File: config.mk
export PLATFORM = sky130hd
export DESIGN_NAME = jt12_kon_seq
export DESIGN_NICKNAME = d
export VERILOG_FILES = /design/src/rtl/jt12_kon_seq.sv
export SDC_FILE = /design/constraint.sdc
export NUM_CORES = 1
export LEC_CHECK = 0
export CAP_MARGIN = 30
export CELL_PAD_IN_SITES_DETAIL_PLACEMENT = 0
export CELL_PAD_IN_SITES_GLOBAL_PLACEMENT = 2
export CORE_MARGIN = 5
export CORE_UTILIZATION = 30
export DETAILED_ROUTE_END_ITERATION = 10
export PLACE_DENSITY_LB_ADDON = 0.3
export SETUP_SLACK_MARGIN = 0.4
export SLEW_MARGIN = 20
export SYNTH_ARGS = -nofsm -noshare
export SYNTH_HDL_FRONTEND = slang
export SYNTH_SLANG_ARGS = --single-unit
File: constraint.sdc
create_clock -name clk -period 2.4 [get_ports clk]
set_clock_uncertainty 0.1 [all_clocks]
set_input_delay 0.48 -clock clk [delete_from_list [all_inputs] [get_ports clk]]
set_output_delay 0.48 -clock clk [all_outputs]
set_load 0.01 [all_outputs]
File: src/rtl/jt12_kon_seq.sv
// Key-on sequencer: owns the 24-slot operator counter, stages CPU key-on writes
// and commits them at frame start. Optional CSM auto key-on under `JT12_CSM_EN.
module jt12_kon_seq (
  input  logic       rst,
  input  logic       clk,
  input  logic       clk_en,
  input  logic       kon_we,
  input  logic [2:0] kon_ch,
  input  logic [3:0] kon_op,
  output logic       kon_rdy,
  input  logic       csm_en,
  input  logic       tima_over,
  output logic [4:0] slot,
  output logic       zero,
  output logic       keyon_II
);

  logic        stg_full;
  logic [2:0]  stg_chidx;
  logic [3:0]  stg_op;
  logic [23:0] kon_reg;
  logic [23:0] kon_next;
  logic [23:0] csm_mask_next;
  logic [23:0] eff_next;
  logic [2:0]  chidx;
  logic        ch_valid;
  logic        accept;
  logic        frame_edge;
  logic [4:0]  slot_next;
  logic [4:0]  base;

  assign chidx      = kon_ch[2] ? {1'b0, kon_ch[1:0]} + 3'd3 : {1'b0, kon_ch[1:0]};
  assign ch_valid   = kon_ch[1:0] != 2'd3;
  assign kon_rdy    = ~stg_full;
  assign accept     = kon_we & ~stg_full & ch_valid;
  assign frame_edge = clk_en & (slot == 5'd23);
  assign slot_next  = (slot == 5'd23) ? 5'd0 : slot + 5'd1;
  assign base       = {2'b00, stg_chidx};

  // Slot groups run S1, S3, S2, S4, so operator bits land at offsets 0, 12, 6, 18.
  always_comb begin
    // NOTE: every combinational output gets a default first so no latch is inferred.
    kon_next = kon_reg;
    if (frame_edge && stg_full) begin
      kon_next[base]         = stg_op[0];
      kon_next[base + 5'd6]  = stg_op[2];
      kon_next[base + 5'd12] = stg_op[1];
      kon_next[base + 5'd18] = stg_op[3];
    end
  end

`ifdef JT12_CSM_EN
  logic csm_pend;
  logic csm_act;
  logic csm_act_next;

  assign csm_act_next  = frame_edge ? csm_pend : csm_act;
  assign csm_mask_next = csm_act_next ? 24'h104104 : 24'h000000;

  always_ff @(posedge clk or posedge rst) begin
    if (rst) begin
      csm_pend <= 1'b0;
      csm_act  <= 1'b0;
    end else begin
      if (frame_edge) begin
        csm_act  <= csm_pend;
        csm_pend <= 1'b0;
      end
      // A pulse on the frame edge itself re-arms for the following frame.
      if (tima_over && csm_en) csm_pend <= 1'b1;
    end
  end
`else
  logic unused_csm;
  assign unused_csm    = csm_en | tima_over;
  assign csm_mask_next = 24'h000000;
`endif

  assign eff_next = kon_next | csm_mask_next;

  // NOTE: sequential state uses non-blocking assignments so every flop sees pre-edge values.
  always_ff @(posedge clk or posedge rst) begin
    if (rst) begin
      stg_full  <= 1'b0;
      stg_chidx <= 3'd0;
      stg_op    <= 4'd0;
      kon_reg   <= 24'd0;
      slot      <= 5'd23;
      zero      <= 1'b0;
      keyon_II  <= 1'b0;
    end else begin
      // accept needs an empty buffer and commit needs a full one, so they never collide.
      if (accept) begin
        stg_full  <= 1'b1;
        stg_chidx <= chidx;
        stg_op    <= kon_op;
      end else if (frame_edge && stg_full) begin
        stg_full <= 1'b0;
      end
      if (clk_en) begin
        kon_reg  <= kon_next;
        slot     <= slot_next;
        zero     <= slot_next == 5'd0;
        keyon_II <= eff_next[slot_next];
      end
    end
  end

endmodule

Yosys cells after proc, flatten, opt, wreduce, memory -nomap -nowiden
Index checks and enable logic that the tools add are counted.

Muxes and demuxes: 19. Div/mod/pow operators: 0. Equality and inequality tests: 2. $mul: 0. Magnitude comparators: 9. Bitwise gates (word level): 4. Reduce and logical (&&, ||, !) cells: 7. $add $sub $neg: 5. Shift operators: 0.

Operators with widths (number): $bwmux W24 (4); $mux W24 (1); $lt A5 B6 Y1 const B (3); $demux W1 S5 (3); $ge A5 B1 Y1 const B (2); $mux W1 (7); $lt A3 B6 Y1 const B (1); $lt A4 B6 Y1 const B (1); $add A3 B4 Y5 const B (1); $add A3 B5 Y5 const B (1); $add A5 B1 Y5 const B (1); $bmux W1 S5 (1); $eq A5 B5 Y1 const B (1); $logic_and A1 B1 Y1 (5); $logic_not A5 Y1 (1); $mux W5 (1); $add A3 B3 Y4 const B (1); $ge A4 B1 Y1 const B (1); $add A2 B2 Y3 const B (1); $and A1 B1 Y1 (3); $demux W1 S3 (1); $ge A3 B1 Y1 const B (1); $mux W3 (1); $ne A2 B2 Y1 const B (1); 2 further kinds (2).

Output and inout port bits: 8. Logic and storage cells: 53. Input bits: 13. Register bits after elaboration: 39. Memory bits (read-only): 0. Bits in latches: 0. Memories: 0. Memory bits (writable): 0.

Longest topological paths before layout
Gate-level depths: netlist (run 1).

Depth after elaboration: 11. Gate-level depth with buffers: 11. Depth with buffers taken out: 9.

Worst setup path after synthesis (run 1)
OpenSTA, ideal clock, no wires.

Path kind: register to register. Start: reg stg_chidx[1]. End: reg keyon_II. Setup time: 132 ps. Clock period less this slack: 2544 ps. Required time: 2168 ps. Cell stages (with the launch flop): 12. Arrival time: 2311 ps. Setup slack: -144 ps. Buffers on the path: 2. Cells stage by stage: dfrtp_1 > buf_2 > clkinv_1 > ha_1 > clkbuf_1 > nor2b_1 > or2_2 > a21oi_1 > a21oi_1 > o2111ai_1 > o311a_1 > o211ai_1.

Word-level cells in the longest chain between the ends: 11. Elaborated cells between the ends (all ways): 30. Classes of those cells: 3 x add/sub; 8 x order compare; 15 x mux; 4 x reduce/logical.

RTL lines: from (decl) (RTL line 19) `logic [2:0] stg_chidx;`; from (signal assigned) (RTL line 95) `stg_chidx <= chidx;`; $add A3 B3 Y4, or another cell as far along (RTL line 46) `kon_next[base + 5'd6] = stg_op[2];`; $lt A4 B6 Y1 (implied by the code), or another cell as far along (RTL line 46); $logic_and A1 B1 Y1 (implied by the code) or $mux W1 (tied branches) (RTL line 46, 45); $mux W1 (implied by the code) or $demux W1 S3 (tied branches) (RTL line 46, 45); $demux W1 S5 or $bwmux W24 (tied branches) (RTL line 46, 45); $bwmux W24 (RTL line 46); $bwmux W24 (RTL line 47) `kon_next[base + 5'd12] = stg_op[1];`; $bwmux W24 (*) (RTL line 48) `kon_next[base + 5'd18] = stg_op[3];`; $mux W24 (*) (RTL line 44) `if (frame_edge && stg_full) begin`; $bmux W1 S5 (*) (RTL line 104) `keyon_II <= eff_next[slot_next];`; $mux W1 (implied by the code) (*) (RTL line 104); to (signal assigned) (RTL line 104); to (decl) (RTL line 15) `output logic keyon_II`.

Mark *: on every way between the ends. The rest lies on a longest branch, timed or not. The select of a mux whose other input is x is not followed. A chain may end at the register's enable or synchronous reset.

Final worst setup path (run 1)
Start: reg slot[0]. End: reg keyon_II.

Word-level cells in the longest chain between the ends: 6. Elaborated cells between the ends (all ways): 8. Classes of those cells: 1 x add/sub; 1 x eq/ne; 4 x mux; 1 x bitwise; 1 x reduce/logical.

RTL lines: from (decl) (RTL line 13) `output logic [4:0] slot,`; from (signal assigned) (RTL line 102) `slot <= slot_next;`; parallel branches: the longest is 4 deep, another holds $add A5 B1 Y5; $bmux W1 S5 (*) (RTL line 104); $mux W1 (implied by the code) (*) (RTL line 104).

Mark *: on every way between the ends. The select of a mux whose other input is x is not followed.

==> results of run 1 <==
==> through the flow <==
stage	hold slack, ps	util
floorplan	350	-
global placement	382	0.367
detailed placement	390	0.367
CTS	417	0.388
global route	421	0.402
finish	402	0.402
==> metal layers <==
| layer | global-route usage | vias to the layer above | wire, um |
|---|---|---|---|
| met1 | 0.208 | 1077 | 3420 |
| met3 | 0.0221 | 6 | 267 |
| met4 | 0.0368 | 0 | 75 |
| met5 | 0 | - | 0 |
| met2 | 0.224 | 49 | 3270 |
| li1 | - | 1116 | - |
==> path summary, 6_finish.rpt <==
check | from | end | slack [ps] | cells after the start
worst max-delay path | slot[0] | keyon_II | 190 | 7
worst min-delay path | kon_reg[20] | kon_reg[20] | 400 | 1
worst max register to register | slot[0] | keyon_II | 190 | 7
worst min register to register | kon_reg[20] | kon_reg[20] | 400 | 1
max in group asynchronous | rst | stg_chidx[1] | 1320 | 3
min in group asynchronous | rst | kon_reg[23] | 490 | 3
==> worst reg2reg max path, cell delays in order (launching register included) <==
cell      delay (ps)
dfstp_2          570
ha_4             170
nand4b_4         200
nor3_4           280
nor3_2            70
o311a_1          340
o311a_1          320
o211ai_1          90
==> placed cells by master, fill, tap and decap left out, drive strengths merged, types with 2 or more instances in the layout <==
cell	netlist	layout
dlygate4sd2	0	5
a22o	2	2
nand2	37	37
nand3	12	12
nor3	6	6
o2111ai	2	2
nor2b	3	3
xor2	2	2
nor2	20	20
dfstp	4	4
nand2b	6	6
xnor2	2	2
o311a	2	2
o22ai	2	2
buf	11	41
clkdlybuf4s50	0	12
a211oi	5	5
clkinv	1	3
clkbuf	6	5
and2	2	2
o21ai	31	31
a211o	2	2
a31oi	3	3
ha	9	9
a21oi	31	31
a32oi	2	2
mux2	13	13
dfrtp	35	35
inv	12	12
mux2i	5	5
and3	4	4
nand3b	2	2
==> report_power, final <==
group	leakage (nW)	total [W]	internal [W]	switching, W
clock	0.0581	0.000576	0.000310	0.000266
sequential	0.500	0.00109	0.000883	0.000209
combinational	0.901	0.00238	0.00108	0.00130
==> logic make-up after synthesis <==
kind of cell | count (synthesis) | share of synthesized area
xor+xnor | 4 | 0.0171
mux | 18 | 0.0789
flops | 39 | 0.394
compound gates | 90 | 0.217
buf+inv | 30 | 0.0593
simple gates | 95 | 0.189
fa+ha+maj | 9 | 0.0452
==> repair_timing <==
item | in CTS | in global routing
gates resized for setup | 15 | 18
hold buffers | 0 | 0
pin swaps | 0 | 7
setup endpoints to repair | 13 | 6
setup buffers | 2 | 6
==> cell type report <==
type | instances | share of cell area
Multi-Input combinational cell | 216 | 0.453
Clock buffer | 5 | 0.0210
Timing Repair Buffer | 59 | 0.156
Sequential cell | 39 | 0.300
Clock inverter | 3 | 0.0134
Tap cell | 105 | 0.0401
Inverter | 13 | 0.0164
==> impl_metrics.csv, run 1 <==
group,metric,value,unit
run_status,status,"finished, final reports clean",
final_layout,ff_latch_area,982,sq um
grt,overflow,0,
clock_network,cts_buffers,5,
critical_path,critical-path-max-stage-delay,570,ps
final_layout,largest_register_ffs,24,
synthesis,syn_area,0.00249,sq mm
clock_network,root_buffer,"clkbuf_8",
floorplan,row_count,33,
clock_network,cts_sinks,39,
timing,max_freq,0.451,GHz
timing,hold_viol_final,0,
critical_path,arrival,2340,ps
critical_path,crit_buf_inv,0,
synthesis,postSynthCellCount,285,
final_layout,layout-drive-gt1-share,0.281,
final_layout,fillers,845,
critical_path,critPathCaptureType,"register",
floorplan,dieWidth,101,um
route,vias_per_cell,5.11,
critical_path,crit_type,"register to register",
floorplan,die_area,0.0102,sq mm
critical_path,cp_slowest_cell,"dfstp_2",
grt,track_usage,0.144,
job,maxCapViolations,0,
synthesis,synth.area.top_cells,"dfrtp_1 35%, o21ai_0 6.2%, a21oi_1 6.0%",
synthesis,syn_nets,307,
power,power,0.00404,W
synthesis,yosys-top-cells-count,"37 x nand2_1, 35 x dfrtp_1, 31 x o21ai_0",
placement,dp_worst_setup_slack,-64.6,ps
clock_network,htreeDepth,2,
power,ir_worst_vdd,0.433,mV
synthesis,synth_top_area_cell,"dfrtp_1",
floorplan,dieHeight,101,um
clock_network,clk_pin_slew_worst_paths,90,ps
route,wire_per_inst,16.0,um
floorplan,core_area,0.00813,sq mm
synthesis,ys_types,48,
placement,finalWeightedCongestion,0.782,
clock_network,cts_tree,"yes",
grt,antenna_found_initial,0,
final_layout,final_cell_area,0.00327,sq mm
final_layout,diodes,0,
grt,grt_max_degree,40,
synthesis,ys.flop_type,"dfrtp_1",
route,postRouteAntennaNets,0,
placement,port_buffers,18,
timing,period_needed,2210,ps
route,routed_wl,7040,um
final_layout,multi_input_area,0.00148,sq mm
synthesis,yosys_warnings,0,
timing,setup_tns,0,ps
synthesis,async_reset_ff_frac,1.00,
critical_path,cp_top_family,"compound AO/OA/AOI/OAI gates",
timing,fin_crit_sh,0.923,
timing,rsz0062_at_grt,"yes",
timing,setup_viol,0,
timing,worst_slack,185,ps
final_layout,syn2layout_area_growth,31.4,%
final_layout,fin_nets,356,
synthesis,yosys_register_bits,39,
critical_path,cpMostUsedCell,"o311a_1",
synthesis,synth.avg_cell_area,8.74,sq um
floorplan,io_pins,21,
placement,place_area,0.00298,sq mm
timing,tightest_slew,517,ps
power,powerDensity,1240,mW/mm^2
synthesis,synth_edf_count,0,
critical_path,worstPathCellList,"ha_4 > nand4b_4 > nor3_4 > nor3_2 > o311a_1 > o311a_1 > o211ai_1",
route,drc,0,
power,p_leak,1.46,nW
timing,slew_headroom,0.655,
grt,grt_pass1_wl,11600,um
timing,drv_slew,0,
floorplan,initial_core_util,0.306,
synthesis,yosysSeqAreaShare,0.394,
route,dr.pass1.iters,4,
route,first_iter_violations,106,
final_layout,final_cells,440,
worst_hold_path,worstHoldPathType,"register to register",
clock_network,clockBufferDepth,2,
critical_path,critPathLaunchType,"register",
placement,dp.cells,424,
critical_path,crit_fanout,6,
critical_path,worstPathRequired,2520,ps
clock_network,clk_latency,300,ps
grt,grt_pass1_vias,2188,
synthesis,synth_top_area_frac,0.352,
synthesis,yosysMostFrequentCell,"nand2_1",
placement,hpwl,5230,um
route,num_vias,2248,
Power figures use the tool's default switching activity.
==> run 2, diff against run 1 <==
- PLACE_DENSITY: unset -> 0.67
- PLACE_DENSITY_LB_ADDON: 0.3 -> unset
==> impl_metrics.csv, run 2 (synthesis gave the netlist of run 1 again) <==
group,metric,value,unit
route,postRouteAntennaNets,0,
clock_network,clk_latency,290,ps
final_layout,final_cells,448,
final_layout,final_common_cell,"buf_4",
clock_network,cts_buffers,5,
critical_path,arrival,2310,ps
final_layout,syn2layout_area_growth,33.5,%
grt,grt_pass1_wl,12000,um
clock_network,clockBufferDepth,2,
route,first_iter_violations,105,
clock_network,cts_tree,"yes",
grt,overflow,0,
worst_hold_path,hold_depth,2,
critical_path,worstPathCellList,"ha_4 > nand4b_4 > nor2_4 > buf_6 > nand2_1 > mux2_2 > nor3_1 > a211o_1 > o211ai_1",
floorplan,initial_core_util,0.306,
floorplan,io_pins,21,
placement,dp.cells,430,
timing,worst_slack,154,ps
worst_hold_path,worstHoldPathType,"register to register",
timing,fin_hold_ws,391,ps
grt,grt_pass1_vias,2303,
final_layout,largest_register_ffs,24,
timing,rsz0062_at_grt,"yes",
worst_hold_path,min-delay-start,"kon_reg[23]",
critical_path,cp_slowest_cell,"dfstp_2",
route,drc,0,
timing,drv_slew,0,
timing,slew_headroom,0.641,
clock_network,clk_pin_slew_worst_paths,80,ps
critical_path,crit_type,"register to register",
critical_path,critical_path_depth,9,
critical_path,critical-path-max-stage-delay,560,ps
run_status,status,"finished, final reports clean",
floorplan,row_count,33,
critical_path,worstPathRequired,2460,ps
placement,finalWeightedCongestion,0.830,
floorplan,dieHeight,101,um
route,dr.pass1.iters,4,
critical_path,cp_top_family,"simple AND/OR/NAND/NOR gates",
clock_network,htreeDepth,2,
critical_path,crit_fanout,8,
critical_path,regToRegSetupSlack,150,ps
power,powerDensity,1230,mW/mm^2
clock_network,root_buffer,"clkbuf_8",
floorplan,dieWidth,101,um
floorplan,die_area,0.0102,sq mm
job,maxCapViolations,0,
power,power,0.00409,W
grt,grt_max_degree,40,
timing,period_needed,2250,ps
final_layout,diodes,0,
timing,tightest_slew,538,ps
timing,setup_viol,0,
critical_path,critPathLaunchType,"register",
critical_path,crit_buf_inv,1,
route,wire_per_inst,16.0,um
placement,dp_worst_setup_slack,-116,ps
critical_path,timing.rr.start,"slot[1]",
grt,track_usage,0.151,
power,ir_worst_vdd,0.462,mV
final_layout,layout-drive-gt1-share,0.292,
final_layout,mostFrequentLayoutCells,"45 x buf_4, 36 x nand2_1, 33 x dfrtp_1",
route,routed_wl,7160,um
critical_path,ff2ff_path_depth,9,
worst_hold_path,hold_end,"kon_reg[23]",
timing,hold_viol_final,0,
timing,fin_crit_sh,0.936,
critical_path,critPathCaptureType,"register",
placement,port_buffers,18,
critical_path,timing.rr.end,"keyon_II",
timing,setup_tns,0,ps
placement,hpwl,5360,um
grt,antenna_found_initial,0,
route,vias_per_cell,5.05,
floorplan,core_area,0.00813,sq mm
route,num_vias,2264,
final_layout,fin_nets,364,
clock_network,cts_sinks,39,
timing,max_freq,0.445,GHz
power,p_leak,1.50,nW
-- run 2: worst min-delay path: stages (launching register included) --
cell     delay [ps]
dfrtp_1         360
nand2_1          50
o21ai_0          50
-- run 2: worst max path at each step --
stage,startpoint,endpoint,slack [ps]
2_1_floorplan,slot[1],keyon_II,200
3_3_place_gp,clk_en,keyon_II,-90
3_5_place_dp,clk_en,keyon_II,-120
4_1_cts,slot[1],keyon_II,210
5_1_grt,slot[1],keyon_II,50
6_report,slot[1],keyon_II,150
-- run 2: final cells by class --
cell class	count	area, sq um
Fill cell	845	4810
Multi-Input combinational cell	216	1470
Sequential cell	39	983
Timing Repair Buffer	67	568
Tap cell	105	131
Clock buffer	6	82.6
Inverter	13	53.8
Clock inverter	2	35.0
-- run 2: metal layers --
layer / vias to the layer above / GRT usage / wire (um)
met1: 1086 / 0.206 / 3530
met3: 5 / 0.0228 / 190
met2: 41 / 0.248 / 3370
li1: 1132 / - / -
met5: - / 0 / 0
met4: 0 / 0.0470 / 79
-- run 2: power breakdown --
group,internal [W],switching (W)
Clock,0.000337,0.000248
Combinational,0.00110,0.00132
Sequential,0.000883,0.000203
Total,0.00232,0.00177
-- run 2: metrics by stage --
step	util	area, sq um
final	0.409	3320
after global routing	0.409	3320
after CTS	0.401	3260
after detailed placement	0.372	3030
after global placement	0.372	3030
after floorplan	-	2540
-- run 2: timing repair --
action                     4_1_cts  5_1_grt
buffers inserted                 8        2
hold endpoints to repair         0        0
pin swaps                        2        3
setup endpoints to repair       15        7
hold buffers                     0        0
resized for setup               18       13
